[src/rtl/pipemdu_if.sv]
// Request/result bundle between the EXE stage and the multiply/divide unit.
// The CPU side is the master and the MDU is the slave.
interface pipemdu_if #(
    parameter int unsigned WIDTH = 32
);
    logic             start;
    logic [1:0]       eop;
    logic [WIDTH-1:0] ea;
    logic [WIDTH-1:0] eb;
    logic             ewhi;
    logic             ewlo;
    logic             erhilo;
    logic [WIDTH-1:0] hi;
    logic [WIDTH-1:0] lo;
    logic             busy;
    logic             done;
    logic             stall;

    modport master (
        output start, eop, ea, eb, ewhi, ewlo, erhilo,
        input  hi, lo, busy, done, stall
    );

    modport slave (
        input  start, eop, ea, eb, ewhi, ewlo, erhilo,
        output hi, lo, busy, done, stall
    );
endinterface

[src/rtl/pipemdu.sv]
// Iterative MULT/MULTU/DIV/DIVU unit owning HI/LO: WIDTH shift iterations then
// one sign fix-up cycle, with a stall request while an op is in flight.
module pipemdu #(
    parameter int unsigned WIDTH = 32
) (
    input logic       clock,
    input logic       reset,
    pipemdu_if.slave  bus
);
    localparam int unsigned CW = $clog2(WIDTH);
    localparam int unsigned AW = 2 * WIDTH;

    typedef enum logic [1:0] {
        IDLE = 2'd0,
        CALC = 2'd1,
        FIX  = 2'd2
    } state_t;

    state_t           state;
    state_t           state_d;
    logic [CW-1:0]    cnt;
    logic [AW-1:0]    acc;
    logic [WIDTH-1:0] opnd;
    logic [WIDTH-1:0] a_raw;
    logic [WIDTH-1:0] hi_q;
    logic [WIDTH-1:0] lo_q;
    logic             is_div;
    logic             neg_res;
    logic             neg_rem;
    logic             div_zero;
    logic             busy_q;
    logic             done_q;

    logic             last_c;
    logic             sgn_c;
    logic             a_neg_c;
    logic             b_neg_c;
    logic [WIDTH-1:0] mag_a_c;
    logic [WIDTH-1:0] mag_b_c;
    logic [WIDTH:0]   mul_sum_c;
    logic [WIDTH:0]   div_trial_c;
    logic [AW-1:0]    acc_nxt_c;
    logic [AW-1:0]    prod_c;
    logic [WIDTH-1:0] quo_c;
    logic [WIDTH-1:0] rem_c;

    // State register
    always_ff @(posedge clock) begin
        if (reset) begin
            state <= IDLE;
        end else begin
            state <= state_d;
        end
    end

    // Next-state logic
    always_comb begin
        state_d = state;
        last_c  = (cnt == CW'(WIDTH - 1));
        case (state)
            IDLE:    if (bus.start) state_d = CALC;
            CALC:    if (last_c) state_d = FIX;
            FIX:     state_d = IDLE;
            default: state_d = IDLE;
        endcase
    end

    // Operand magnitudes and sign bookkeeping for signed ops
    always_comb begin
        sgn_c   = ~bus.eop[0];
        a_neg_c = sgn_c & bus.ea[WIDTH-1];
        b_neg_c = sgn_c & bus.eb[WIDTH-1];
        mag_a_c = a_neg_c ? -bus.ea : bus.ea;
        mag_b_c = b_neg_c ? -bus.eb : bus.eb;
    end

    // One iteration: acc holds {partial, multiplier} or {remainder, dividend/quotient}
    always_comb begin
        mul_sum_c   = {1'b0, acc[AW-1:WIDTH]} + (acc[0] ? {1'b0, opnd} : '0);
        div_trial_c = {acc[AW-1:WIDTH], acc[WIDTH-1]} - {1'b0, opnd};
        if (is_div) begin
            if (div_trial_c[WIDTH]) begin
                acc_nxt_c = {acc[AW-2:0], 1'b0};
            end else begin
                acc_nxt_c = {div_trial_c[WIDTH-1:0], acc[WIDTH-2:0], 1'b1};
            end
        end else begin
            acc_nxt_c = {mul_sum_c, acc[WIDTH-1:1]};
        end
    end

    // Two's-complement fix-up of the magnitude result
    always_comb begin
        prod_c = neg_res ? -acc : acc;
        quo_c  = neg_res ? -acc[WIDTH-1:0] : acc[WIDTH-1:0];
        rem_c  = neg_rem ? -acc[AW-1:WIDTH] : acc[AW-1:WIDTH];
    end

    // Datapath, HI/LO and handshake registers
    always_ff @(posedge clock) begin
        if (reset) begin
            cnt      <= '0;
            acc      <= '0;
            opnd     <= '0;
            a_raw    <= '0;
            is_div   <= 1'b0;
            neg_res  <= 1'b0;
            neg_rem  <= 1'b0;
            div_zero <= 1'b0;
            hi_q     <= '0;
            lo_q     <= '0;
            busy_q   <= 1'b0;
            done_q   <= 1'b0;
        end else begin
            busy_q <= (state_d != IDLE);
            done_q <= (state == FIX);
            case (state)
                IDLE: begin
                    if (bus.start) begin
                        // a pending MTHI/MTLO in the same cycle loses to start
                        cnt      <= '0;
                        is_div   <= bus.eop[1];
                        neg_res  <= a_neg_c ^ b_neg_c;
                        neg_rem  <= a_neg_c;
                        div_zero <= (bus.eb == '0);
                        a_raw    <= bus.ea;
                        opnd     <= bus.eop[1] ? mag_b_c : mag_a_c;
                        acc      <= {WIDTH'(0), (bus.eop[1] ? mag_a_c : mag_b_c)};
                    end else begin
                        if (bus.ewhi) hi_q <= bus.ea;
                        if (bus.ewlo) lo_q <= bus.ea;
                    end
                end
                CALC: begin
                    acc <= acc_nxt_c;
                    cnt <= cnt + CW'(1);
                end
                FIX: begin
                    if (!is_div) begin
                        hi_q <= prod_c[AW-1:WIDTH];
                        lo_q <= prod_c[WIDTH-1:0];
                    end else if (div_zero) begin
                        hi_q <= a_raw;
                        lo_q <= '1;
                    end else begin
                        hi_q <= rem_c;
                        lo_q <= quo_c;
                    end
                end
                default: ;
            endcase
        end
    end

    assign bus.hi    = hi_q;
    assign bus.lo    = lo_q;
    assign bus.busy  = busy_q;
    assign bus.done  = done_q;
    assign bus.stall = busy_q & (bus.start | bus.erhilo | bus.ewhi | bus.ewlo);
endmodule

[src/flat_wrapper.sv]
// flat-port wrapper written by rule: the top's interface ports become plain ports
module pipemdu_flat 
#(
    parameter int unsigned WIDTH = 32
)
  (clock, reset, bus_start, bus_eop, bus_ea, bus_eb, bus_ewhi, bus_ewlo, bus_erhilo, bus_hi, bus_lo, bus_busy, bus_done, bus_stall);
  pipemdu_if #(.WIDTH(WIDTH)) bus_i ();
  input logic clock;
  input logic reset;
  input wire logic [$bits(bus_i.start)-1:0] bus_start;
  input wire logic [$bits(bus_i.eop)-1:0] bus_eop;
  input wire logic [$bits(bus_i.ea)-1:0] bus_ea;
  input wire logic [$bits(bus_i.eb)-1:0] bus_eb;
  input wire logic [$bits(bus_i.ewhi)-1:0] bus_ewhi;
  input wire logic [$bits(bus_i.ewlo)-1:0] bus_ewlo;
  input wire logic [$bits(bus_i.erhilo)-1:0] bus_erhilo;
  output wire logic [$bits(bus_i.hi)-1:0] bus_hi;
  output wire logic [$bits(bus_i.lo)-1:0] bus_lo;
  output wire logic [$bits(bus_i.busy)-1:0] bus_busy;
  output wire logic [$bits(bus_i.done)-1:0] bus_done;
  output wire logic [$bits(bus_i.stall)-1:0] bus_stall;
  assign bus_i.start = bus_start;
  assign bus_i.eop = bus_eop;
  assign bus_i.ea = bus_ea;
  assign bus_i.eb = bus_eb;
  assign bus_i.ewhi = bus_ewhi;
  assign bus_i.ewlo = bus_ewlo;
  assign bus_i.erhilo = bus_erhilo;
  assign bus_hi = bus_i.hi;
  assign bus_lo = bus_i.lo;
  assign bus_busy = bus_i.busy;
  assign bus_done = bus_i.done;
  assign bus_stall = bus_i.stall;
  pipemdu #(.WIDTH(WIDTH)) u_core (.clock(clock), .reset(reset), .bus(bus_i));
endmodule
[config.mk]
export PLATFORM = sky130hd
export DESIGN_NAME = pipemdu_flat
export DESIGN_NICKNAME = d
export VERILOG_FILES = /design/src/rtl/pipemdu_if.sv /design/src/rtl/pipemdu.sv /design/src/flat_wrapper.sv
export SDC_FILE = /design/constraint.sdc
export NUM_CORES = 1
export LEC_CHECK = 0
export BUFFER_PORTS_ARGS = -buffer_cell sky130_fd_sc_hd__buf_2
export CORE_AREA = 3 3 206 208
export CTS_CLUSTER_DIAMETER = 40
export DETAILED_ROUTE_END_ITERATION = 7
export DIE_AREA = 0 0 209 211
export SYNTH_ARGS = -nofsm -noshare
export SYNTH_HDL_FRONTEND = slang
export SYNTH_SLANG_ARGS = --single-unit
[constraint.sdc]
create_clock -name clock -period 6.2 [get_ports clock]
set_input_delay 1.24 -clock clock [delete_from_list [all_inputs] [get_ports clock]]
set_output_delay 1.24 -clock clock [all_outputs]
set_load 0.005 [all_outputs]
# After elaboration in Yosys (flattened, before gate mapping)
# Cells that the tools add are included.
# Widths: inputs -> output; s select.
[totals] word_cells=72 reg_bits=205 inputBits=72 out_inout_bits=67
[op_classes] n_addsub=8 muxes=27 reduce_logical=9 bitwise_logic=8 n_eq_ne=7
[op_table] op="$mux 32" n=15
[op_table] op="$mux 64" n=4
[op_table] op="$neg 32->32" n=4
[op_table] op="$pmux 32 s2" n=2
[op_table] op="$pmux 64 s2" n=1
[op_table] op="$neg 64->64" n=1
[op_table] op="$add 32x33->33" n=1
[op_table] op="$sub 33x32->33" n=1
[op_table] op="$logic_not 32->1" n=1
[op_table] op="$pmux 5 s2" n=1
[op_table] op="$ne 2x2->1 const B" n=4
[op_table] op="$reduce_and 3->1" n=2
[op_table] op="$reduce_bool 2->1" n=3
[op_table] op="$add 5x1->5 const B" n=1
[op_table] op="$eq 5x5->1 const B" n=1
[op_table] op="$mux 5" n=1
[op_table] op="$mux 2" n=2
[op_table] op="$pmux 2 s2" n=1
[op_table] op="$reduce_and 2->1" n=2
[op_table] op="$and 1x1->1" n=3
[op_table] op="$or 1x1->1" n=3
[op_table] op="$eq 2x1->1 const B" n=1
[op_table] op="$eq 2x2->1 const B" n=1
[op_table] op="$logic_not 2->1" n=1
[op_table] op="other kinds (2)" n=2

# Longest topological paths before layout
# Gate-level depths: netlist of run 1.
[logic_depth] depth_word=6 ltp_mapped=15

# Worst setup path before layout of run 1
# OpenSTA, ideal clock, no wires.
[synth_timing] kind="input-to-reg" from="input bus_ea[10]" to="register u_core.acc[29]" arrival_time_ns=3.548 required_ns=6.068 setup_time_ns=0.132 path_stages=10 path_slack_ns=2.520 cell_sequence="buf_2 > or4_4 > or4_4 > nor3_4 > nand3b_1 > o41ai_2 > xor2_1 > a21oi_1 > a21oi_1 > nor3_1"
[synth_between] elab_chain_cells=5
[synth_lines] element="from (decl)" line="flat_wrapper.sv:12" source="input wire logic [$bits(bus_i.ea)-1:0] bus_ea;"
[synth_lines] element="$neg 32->32" line="pipemdu.sv:73" source="mag_a_c = a_neg_c ? -bus.ea : bus.ea;"
[synth_lines] element="$mux 32" line="pipemdu.sv:73"
[synth_lines] element="$mux 32" line="pipemdu.sv:128" source="acc <= {WIDTH'(0), (bus.eop[1] ? mag_a_c : mag_b_c)};"
[synth_lines] element="$mux 64" line="pipemdu.sv:119" source="if (bus.start) begin"
[synth_lines] element="$pmux 64 s2" line="pipemdu.sv:117" source="case (state)"
[synth_lines] element="to (signal assigned)" line="pipemdu.sv:128"
[synth_lines] element="to (signal assigned)" line="pipemdu.sv:135" source="acc <= acc_nxt_c;"
[synth_lines] element="to (decl)" line="pipemdu.sv:22" source="logic [AW-1:0] acc;"
# No other way between the ends. The select of a mux whose other input is x is not followed.
# A chain may end at the register's enable or synchronous reset.

# Worst setup path after layout of run 1
[layout_timing] from="register u_core.acc[0]" to="register u_core.acc[63]"
[layout_between] elab_chain_cells=4
[layout_lines] element="$mux 32" line="pipemdu.sv:79" source="mul_sum_c = {1'b0, acc[AW-1:WIDTH]} + (acc[0] ? {1'b0, opnd} : '0);"
[layout_lines] element="$add 32x33->33" line="pipemdu.sv:79"
[layout_lines] element="$mux 64" line="pipemdu.sv:81" source="if (is_div) begin"
[layout_lines] element="$pmux 64 s2" line="pipemdu.sv:117"
# No other way between the ends.

==> results.md, run 1 <==
* Final worst slack at 1400 ps
* Outcome: finished clean
* Initial Utilization at 41.0%
* Placed cells at 2816
* # IOs at 139
* Req. time, crit path at 6620 ps
* Post-CTS setup buffers at 0
* RSZ-0062 raised after global routing: no
* PD cells at 258 nW/µm²
* Antenna Diode Count at 0
* Yosys reg bits at 205
* Final hold slack at 452 ps
* Die area at 44100 µm²
* Final nets at 2468
* Largest area contributor in the netlist: dfxtp_1
* Syn Inst Count at 2300
* Crit Path Category: register to register
* Synth Warn # at 0
* GR Util All Layers at 29.3%
* Critical path arrival at 5230 ps
* Die height at 211 µm
* Most common cell after layout, fill and taps aside: nand2_1
* Crit end category: register
* Clock Skew at 23.1 ps
* Clock Pin Slew Worst Setup and Hold Paths at 60 ps
* Via count at 17637
* Number of hold violations in the final report at 0
* First-pass GRT wire length at 101 mm
* CP Launch Type: register
* Hold crit path type: register to register
* Slew @ Worst Pin at 1240 ps
* Final worst-path cycle share at 77.5%
* I/O Buffers at 138
* Max VDD drop at 0.000225 V
* Most frequent cells in the layout: nand2_1, a21oi_1, dfxtp_1
* GR Overflow Total at 0
* Drt drc at 0
* P_leak at 7.58 nW
* Setup WS pre-CTS at 1680 ps
* Vias in the first global route at 16663
* Drt total wl at 67.7 mm
* Dpl hpwl at 49.4 mm
* Post_cts resized at 0
* Netlist Area Pre-Place at 16700 µm²
* Post-DR vias/cell at 6.11
* Final setup TNS at 0 ps
* 1st-pass router iterations at 6
* Final non-filler cell total at 2886
* CTS tree: yes
* Top cells by area, synth: dfxtp_1, a21oi_1, nand2_1, xnor2_1, o21ai_0
* Ys flop type: dfxtp_1
* Clk_lat worst skew at 550 ps
* Crit path time final at 4800 ps
* Final Max Tran Viols at 0
* Core Region at 40700 µm²
* Library cells used by synthesis at 79
* Reg-to-reg slack, setup at 1400 ps
* DRT iter0 DRCs at 1803
* Final setup vio count at 0
* Routability congestion estimate at 0.958
* Number of flops mapped to enable cells by yosys at 0
* Initial antenna violation count at 0
* WL/cell at 23.4 µm
* Rel. slew slack at 16.3%
* Htree depth at 2
* Post-Syn Area per Cell at 7.26 µm²
* Register area share after synthesis at 24.6%
* Yosys top cell area share at 24.6%
* Syn Nets at 2444
* Clk sinks at 205
* Maxcap violations at 0
* CTS Hold Bufs at 0
* Largest net degree at the start of global routing at 82
* CP Max Fanout at 17
* Row cnt at 74
* Area growth syn-to-layout at 14.1%
* Layout cells sized above 1 at 12.9%
* Fmax at 208 MHz
* CTS buffer count at 38
* CTS Root Cell: clkbuf_16
* Die Wd at 209 µm
* Final ANT Viol Nets at 0
* Longest Clk Path Bufs at 3
* Asr flop ratio synth at 0%
-- metal layers --
metal | share of wire, % | up-vias | wire, µm | GRT usage, %
met2 | 44 | 789 | 30100 | 45.8
met4 | 5.0 | 0 | 3370 | 13.8
met5 | 0 | - | 0 | 0
met1 | 42 | 8400 | 28700 | 39.6
met3 | 8.1 | 163 | 5510 | 4.92
li1 | - | 8285 | - | -
-- worst max-delay path, stage by stage, from the launching register on --
cell and delay, ps:
dfxtp_1 420, inv_1 570, buf_4 350, nor2_1 90, ha_1 380, and2_1 180
or2_2 280, a31oi_1 280, o21ai_0 160, a2111oi_0 1020, o31a_1 330, o31ai_1 80
a2111o_1 410, o311a_1 110
-- registers in the layout (all words and copies together), names as in the netlist --
register and flops:
u_core.cnt 5, u_core.neg_rem 1, u_core.neg_res 1, u_core.bus.done 1
u_core.bus.lo 32, u_core.opnd 32, u_core.bus.busy 1, u_core.is_div 1
u_core.a_raw 32, u_core.state 2, u_core.acc 64, u_core.div_zero 1
u_core.bus.hi 32
-- synth_stat cells, types with 14 or more instances --
library cell	instances
a21oi_1	243
a22oi_1	37
nor4_1	19
o21ai_0	184
nand3_1	27
nand2_1	322
a31oi_1	33
nand2b_1	19
xor2_1	83
mux2_2	20
nor3_1	42
or4_1	14
nor2b_1	15
o211ai_1	42
and2_1	14
a221oi_1	15
a21o_1	27
or3_1	22
o31ai_1	31
ha_1	70
nor2_1	194
buf_1	26
xnor2_1	111
a211oi_1	29
clkbuf_1	147
inv_1	64
dfxtp_1	205
mux2i_1	71
-- through the flow --
| step | power (mW) | area (µm²) | utilization (%) |
|---|---|---|---|
| CTS | 4.91 | 19000 | 46.7 |
| finish | 4.91 | 19000 | 46.7 |
| global placement | 2.53 | 17600 | 43.2 |
| global route | 5.08 | 19000 | 46.7 |
| detailed placement | 2.53 | 17600 | 43.2 |
| floorplan | 2.18 | 16700 | - |
-- final cells by class --
| type | count | area, µm² |
|---|---|---|
| fill | 4145 | 21700 |
| multi-input combinational | 1846 | 11700 |
| sequential | 205 | 4110 |
| clock buffer | 44 | 1050 |
| timing repair buffer | 169 | 930 |
| tap | 532 | 666 |
| clock inverter | 26 | 384 |
| inverter | 64 | 240 |
-- cell families after synthesis --
group	share of synthesized area (%)
AOI/OAI and AO/OA	28.0
xor gates and xnor gates	10.2
adders and majority gates	5.49
buffers and inverters	5.73
DFF	24.6
muxes	5.61
and+or+nand+nor	20.5
-- final timing paths --
kind,cells past startpoint,from,to
hold reg to reg,2,u_core.a_raw[23],u_core.a_raw[23]
hold / removal,2,u_core.a_raw[23],u_core.a_raw[23]
setup reg to reg,13,u_core.acc[0],u_core.acc[63]
setup / recovery,13,u_core.acc[0],u_core.acc[63]
-- report_power, final --
| part | switching (mW) | internal, mW |
|---|---|---|
| sequential | 0.0987 | 1.39 |
| combinational | 0.672 | 0.375 |
| clock | 0.814 | 1.56 |
| total | 1.58 | 3.33 |
Power figures use the tool's default switching activity.
==> inputs of run 2 (changes only) <==
==> constraint.sdc (replaced) <==
create_clock -name clock -period 4.1 [get_ports clock]
set_input_delay 0.82 -clock clock [delete_from_list [all_inputs] [get_ports clock]]
set_output_delay 0.82 -clock clock [all_outputs]
set_load 0.005 [all_outputs]
==> results.md, run 2 (synthesis gave the netlist of run 1 again) <==
* RSZ-0062 raised after global routing: no
* Longest Clk Path Bufs at 3 (unchanged)
* First-pass GRT wire length at 102 mm (+1.1%)
* P_int at 5.01 mW (+51%)
* Max VDD drop at 0.000278 V (+24%)
* WL/cell at 23.2 µm (-1.2%)
* Area growth syn-to-layout at 16.5%
* Met1 usage at 39.2% (-0.40 points)
* Post-layout util at 47.7% (+0.98 points)
* Outcome: finished clean
* Layout cells sized above 1 at 14.8% (+1.9 points)
* CTS Root Cell: clkbuf_16
* Reg power frac at 30.4% (about the same)
* # IOs at 139 (unchanged)
* Clk_lat worst skew at 550 ps (about the same)
* PD cells at 380 nW/µm² (+47%)
* 1st-pass router iterations at 5 (-1)
* Maxcap violations at 0 (unchanged)
* Met3 usage at 6.06% (+1.1 points)
* GR Overflow Total at 0 (unchanged)
* Initial Utilization at 41.0% (unchanged)
* Clock Pin Slew Worst Setup and Hold Paths at 50 ps (about the same)
* Part of the power in combinational logic at 21.9% (+0.6 points)
* I/O Buffers at 138 (unchanged)
* Largest net degree at the start of global routing at 80 (-2.4%)
* Final setup vio count at 0 (unchanged)
* Core Region at 40700 µm² (unchanged)
* Final ANT Viol Nets at 0 (unchanged)
* Number of hold violations in the final report at 0 (unchanged)
* CP Launch Type: register
* Routability congestion estimate at 0.945 (-1.3%)
* Final non-filler cell total at 2939 (+1.8%)
* Final worst-path cycle share at 92.3% (+15 points)
* Die height at 211 µm (unchanged)
* Initial antenna violation count at 0 (unchanged)
* Psw at 2.38 mW (+50%)
* Post_cts resized at 0 (unchanged)
* Die Wd at 209 µm (unchanged)
* Final setup TNS at 0 ps (unchanged)
* Vias in the first global route at 16933 (+1.6%)
* Sw frac at 32.2% (-0.055 points)
* GRT Max-Usage Layer: met2
* Most frequent cells in the layout: nand2_1, a21oi_1, dfxtp_1
* Crit path time final at 3790 ps (-1020 ps)
* Clk sinks at 205 (unchanged)
* Placed cells at 2865 (+1.7%)
* P_leak at 7.86 nW (+3.6%)
* CTS buffer count at 40 (+5.3%)
* Most common cell after layout, fill and taps aside: nand2_1
* Placed cell area at 18000 µm² (+2.2%)
* Rel. slew slack at 26.1% (+9.8 points)
* Design area at 19400 µm² (+2.1%)
* Fillers at 4146 (+0.024%)
* Post-DR vias/cell at 6.06 (-0.85%)
* Row cnt at 74 (unchanged)
* Drt total wl at 68.1 mm (+0.63%)
* Drt drc at 0 (unchanged)
* Final Max Tran Viols at 0 (unchanged)
* CTS Hold Bufs at 0 (unchanged)
* Clock Skew at 23.6 ps (+0.523 ps)
* DRT iter0 DRCs at 1917 (+6.3%)
* Critical path arrival at 4170 ps (-1060 ps)
* Htree depth at 2 (unchanged)
* Dpl hpwl at 50.6 mm (+2.4%)
* Fmax at 264 MHz (+27%)
* Req. time, crit path at 4480 ps (-2140 ps)
* Total design power at 7.40 mW (+51%)
* Max reg flops at 64 (unchanged)
* Crit Path Category: register to register
* GR Util All Layers at 29.6% (+0.32 points)
* Slew @ Worst Pin at 1110 ps (-138 ps)
* Met2 track utilization from global routing at 47.9% (+2.1 points)
* CTS tree: yes
* Via count at 17808 (+0.97%)
* Clk pwr share at 47.7% (-0.7 points)
* Final nets at 2519 (+2.1%)
* Most flop-heavy register: u_core.acc
* Crit end category: register
* Post-CTS setup buffers at 0 (unchanged)
* CP Max Fanout at 21 (+4)
* Hold crit path type: register to register
* Die area at 44100 µm² (unchanged)
[run 2: cell count changes in the layout (fill, tap and decap cells not counted), sizes merged]
cell      change
clkbuf        +3
buf          +49
clkinvlp      -4
bufinv        -2
clkinv       +10
diode         +1
inv           -4
[run 2: layout make-up]
| cell class | instances | area (µm²) | area share (%) |
|---|---|---|---|
| inverters | 64 | 240 | 1.24 |
| flip-flops and latches | 205 | 4110 | 21.1 |
| diodes | 1 | 2.50 | 0.0129 |
| clock buffers | 47 | 1100 | 5.66 |
| multi-input cells | 1846 | 11700 | 60.0 |
| repair buffers | 218 | 1320 | 6.80 |
| clock inverters | 26 | 329 | 1.69 |
| well taps | 532 | 666 | 3.42 |
[run 2: per-layer routing]
metal | routed length, µm | share of wire [%]
met4 | 2650 | 3.9
met2 | 31000 | 46
met1 | 28700 | 42
met5 | 0 | 0
met3 | 5700 | 8.4
[run 2: worst paths after layout]
| check | startpoint | slack [ps] | end | depth (start not counted) |
|---|---|---|---|---|
| setup reg to reg | u_core.acc[31] | 310 | u_core.acc[35] | 13 |
| hold reg to reg | u_core.a_raw[14] | 450 | u_core.a_raw[14] | 2 |
| hold / removal | u_core.a_raw[14] | 450 | u_core.a_raw[14] | 2 |
| setup / recovery | u_core.acc[31] | 310 | u_core.acc[35] | 13 |
[run 2: power groups by stage]
stage	registers (mW)	clock network (mW)	logic [mW]
after detailed placement	2.28	0	1.58
final	2.25	3.53	1.62
after CTS	2.24	3.56	1.59
after global placement	2.27	0	1.57
after global routing	2.25	3.65	1.76
after floorplan	2.21	0	1.08
[run 2: per-stage QoR]
step           hold WS [ps]  setup slack (ps)
2_1_floorplan           431               661
3_3_place_gp            438               402
3_5_place_dp            442               292
4_1_cts                 449               264
5_1_grt                 473              50.9
6_report                448               314
[run 2: worst max-delay path, stage by stage, from the launching register on]
cell and delay [ps]:
dfxtp_1 480, inv_1 110, ha_1 230, fa_1 380, nand2b_1 200, a21oi_1 280, o21ai_0 270, a211oi_2 280
a41o_1 290, xor2_4 220, buf_12 200, mux2_2 350, a221oi_1 240, nor3_1 80
==> inputs of run 3 (changes only) <==
--- a/config.mk
+++ b/config.mk
@@ -10,6 +10,7 @@
 export CTS_CLUSTER_DIAMETER = 40
 export DETAILED_ROUTE_END_ITERATION = 7
 export DIE_AREA = 0 0 209 211
+export PLACE_DENSITY_LB_ADDON = 0.1
 export SYNTH_ARGS = -nofsm -noshare
 export SYNTH_HDL_FRONTEND = slang
 export SYNTH_SLANG_ARGS = --single-unit
==> constraint.sdc (replaced) <==
create_clock -name clock -period 4.1 [get_ports clock]
set_input_delay 0.82 -clock clock [delete_from_list [all_inputs] [get_ports clock]]
set_output_delay 0.82 -clock clock [all_outputs]
set_load 0.05 [all_outputs]
==> results.md, run 3 (synthesis gave the netlist of run 1 again) <==
* Outcome: finished clean
* P_int at 5.25 mW (+4.7%)
* Hold path cells at 2 (unchanged)
* Largest net degree at the start of global routing at 89 (+11%)
* Final nets at 2530 (+0.44%)
* Vias in the first global route at 16992 (+0.35%)
* Final Max Tran Viols at 0 (unchanged)
* RSZ-0062 raised after global routing: no
* Max VDD drop at 0.000280 V (+0.41%)
* Most common cell after layout, fill and taps aside: nand2_1
* Antenna Diode Count at 0 (-1)
* 1st-pass router iterations at 7 (+2)
* Core Region at 40700 µm² (unchanged)
* Initial Utilization at 41.0% (unchanged)
* Area growth syn-to-layout at 17.8%
* CTS tree: yes
* Final non-filler cell total at 2954 (+0.51%)
* Req. time, crit path at 4550 ps (+70 ps)
* CTS Hold Bufs at 0 (unchanged)
* Post-DR vias/cell at 6.03 (-0.49%)
* Hold endpoint: u_core.a_raw[1]
* Final setup vio count at 0 (unchanged)
* Slew @ Worst Pin at 1090 ps (-16.2 ps)
* Clock Skew at 17.0 ps (-6.57 ps)
* Worst R2R Start: u_core.acc[31]
* CP Max Fanout at 10 (-52%)
* Final worst slack at 205 ps (-109 ps)
* Min-delay src: u_core.a_raw[1]
* Hold crit path type: register to register
* Placed cell area at 18100 µm² (+0.28%)
* Clk_lat worst skew at 580 ps (+30 ps)
* Die area at 44100 µm² (unchanged)
* Maxcap violations at 0 (unchanged)
* Post_cts resized at 0 (unchanged)
* Layout cells sized above 1 at 15.4% (+0.56 points)
* Crit end category: register
* Die height at 211 µm (unchanged)
* P_leak at 7.96 nW (+1.3%)
* RR Endpoint: u_core.acc[47]
* Via count at 17812 (+0.022%)
* Part of the power in combinational logic at 22.1% (+0.2 points)
* Clock Pin Slew Worst Setup and Hold Paths at 50 ps (about the same)
* Number of hold violations in the final report at 0 (unchanged)
* PD cells at 401 nW/µm² (+5.3%)
* Final setup TNS at 0 ps (unchanged)
* Total design power at 7.87 mW (+6.5%)
* Most flop-heavy register: u_core.acc
* Reg-to-reg slack, setup at 200 ps (-110 ps)
* Drt total wl at 70.5 mm (+3.6%)
* Cells on worst reg2reg path at 13 (unchanged)
* DRT iter0 DRCs at 1915 (-0.10%)
* Sw frac at 33.3% (+1.1 points)
* Critical path arrival at 4350 ps (+180 ps)
* Clk pwr share at 49.5% (+1.8 points)
* First-pass GRT wire length at 105 mm (+2.4%)
* Fmax at 257 MHz (-2.8%)
* Clk sinks at 205 (unchanged)
* Post-CTS setup buffers at 0 (unchanged)
* Psw at 2.63 mW (+10%)
* WL/cell at 23.9 µm (+3.1%)
* Final worst-path cycle share at 95.0% (+2.7 points)
* Setup WS pre-CTS at 303 ps (+10.6 ps)
* Die Wd at 209 µm (unchanged)
* Post-layout util at 48.3% (+0.53 points)
* Rel. slew slack at 27.4% (+1.3 points)
* Initial antenna violation count at 1 (+1)
* GR Overflow Total at 0 (unchanged)
* Htree depth at 2 (unchanged)
* Placed cells at 2872 (+0.24%)
* Crit path time final at 3900 ps (+109 ps)
* Design area at 19700 µm² (+1.1%)
* Dpl hpwl at 52.2 mm (+3.2%)
* GR Util All Layers at 30.7% (+1.1 points)
* # IOs at 139 (unchanged)
* Final ANT Viol Nets at 0 (unchanged)
* Crit Path Category: register to register
* CTS buffer count at 44 (+10%)
* CTS Root Cell: clkbuf_16
* Drt drc at 0 (unchanged)
* I/O Buffers at 138 (unchanged)
* Reg power frac at 28.5% (-1.9 points)
* Final hold slack at 452 ps (+4.15 ps)
* Max reg flops at 64 (unchanged)
* CP Launch Type: register
* Most frequent cells in the layout: nand2_1, a21oi_1, dfxtp_1
* Routability congestion estimate at 0.927 (-1.9%)
* Longest Clk Path Bufs at 3 (unchanged)
* Row cnt at 74 (unchanged)
[run 3: cell types whose count changed in the layout (fill, tap and decap cells not counted), moves of 2 or more]
| cell | before | now |
|---|---|---|
| buf_4 | 78 | 86 |
| clkbuf_16 | 42 | 46 |
| clkinvlp_4 | 2 | 7 |
| clkinv_2 | 9 | 3 |
| inv_6 | 4 | 8 |
| clkbuf_8 | 3 | 5 |
[run 3: worst max-delay path by stage]
stage                                 end      startpoint  slack, ps
after floorplan            u_core.acc[63]   u_core.acc[0]        660
after global placement    u_core.opnd[28]      bus_ea[11]        440
after detailed placement   u_core.acc[47]  u_core.acc[31]        300
after CTS                  u_core.acc[47]  u_core.acc[31]        270
after global routing       u_core.acc[47]  u_core.acc[31]         20
final                      u_core.acc[47]  u_core.acc[31]        200
[run 3: final cells by class]
type	instances	area, µm²
clock inverter	30	380
timing repair buffer	225	1360
sequential	205	4110
fill	4151	21100
multi-input combinational	1846	11700
clock buffer	52	1220
tap	532	666
inverter	64	240
[run 3: critical path, cell delays in order (launching register included)]
cell and delay [ps]:
dfxtp_1 470, inv_1 130, ha_1 220, fa_1 420
nand2b_1 210, a21oi_1 250, o21ai_0 240, a211oi_1 360
a41o_1 310, xor2_4 370, buf_4 260, mux2i_1 210
nor2_1 50, a221o_1 260
[run 3: metal layers]
layer  GRT usage [%]  vias to the layer above  wire length, µm
met2            47.6                      767            31000
met5               0                        -                0
met1            41.2                     8470            30300
met3            5.51                      147             5450
li1                -                     8428                -
met4            15.5                        0             3790
[run 3: power by group through the flow]
stage | sequential (mW) | combinational [mW] | clock, mW
after floorplan | 2.31 | 1.09 | 0
after global placement | 2.27 | 1.70 | 0
after detailed placement | 2.28 | 1.70 | 0
after CTS | 2.24 | 1.71 | 3.94
after global routing | 2.25 | 1.87 | 4.04
final | 2.24 | 1.74 | 3.89
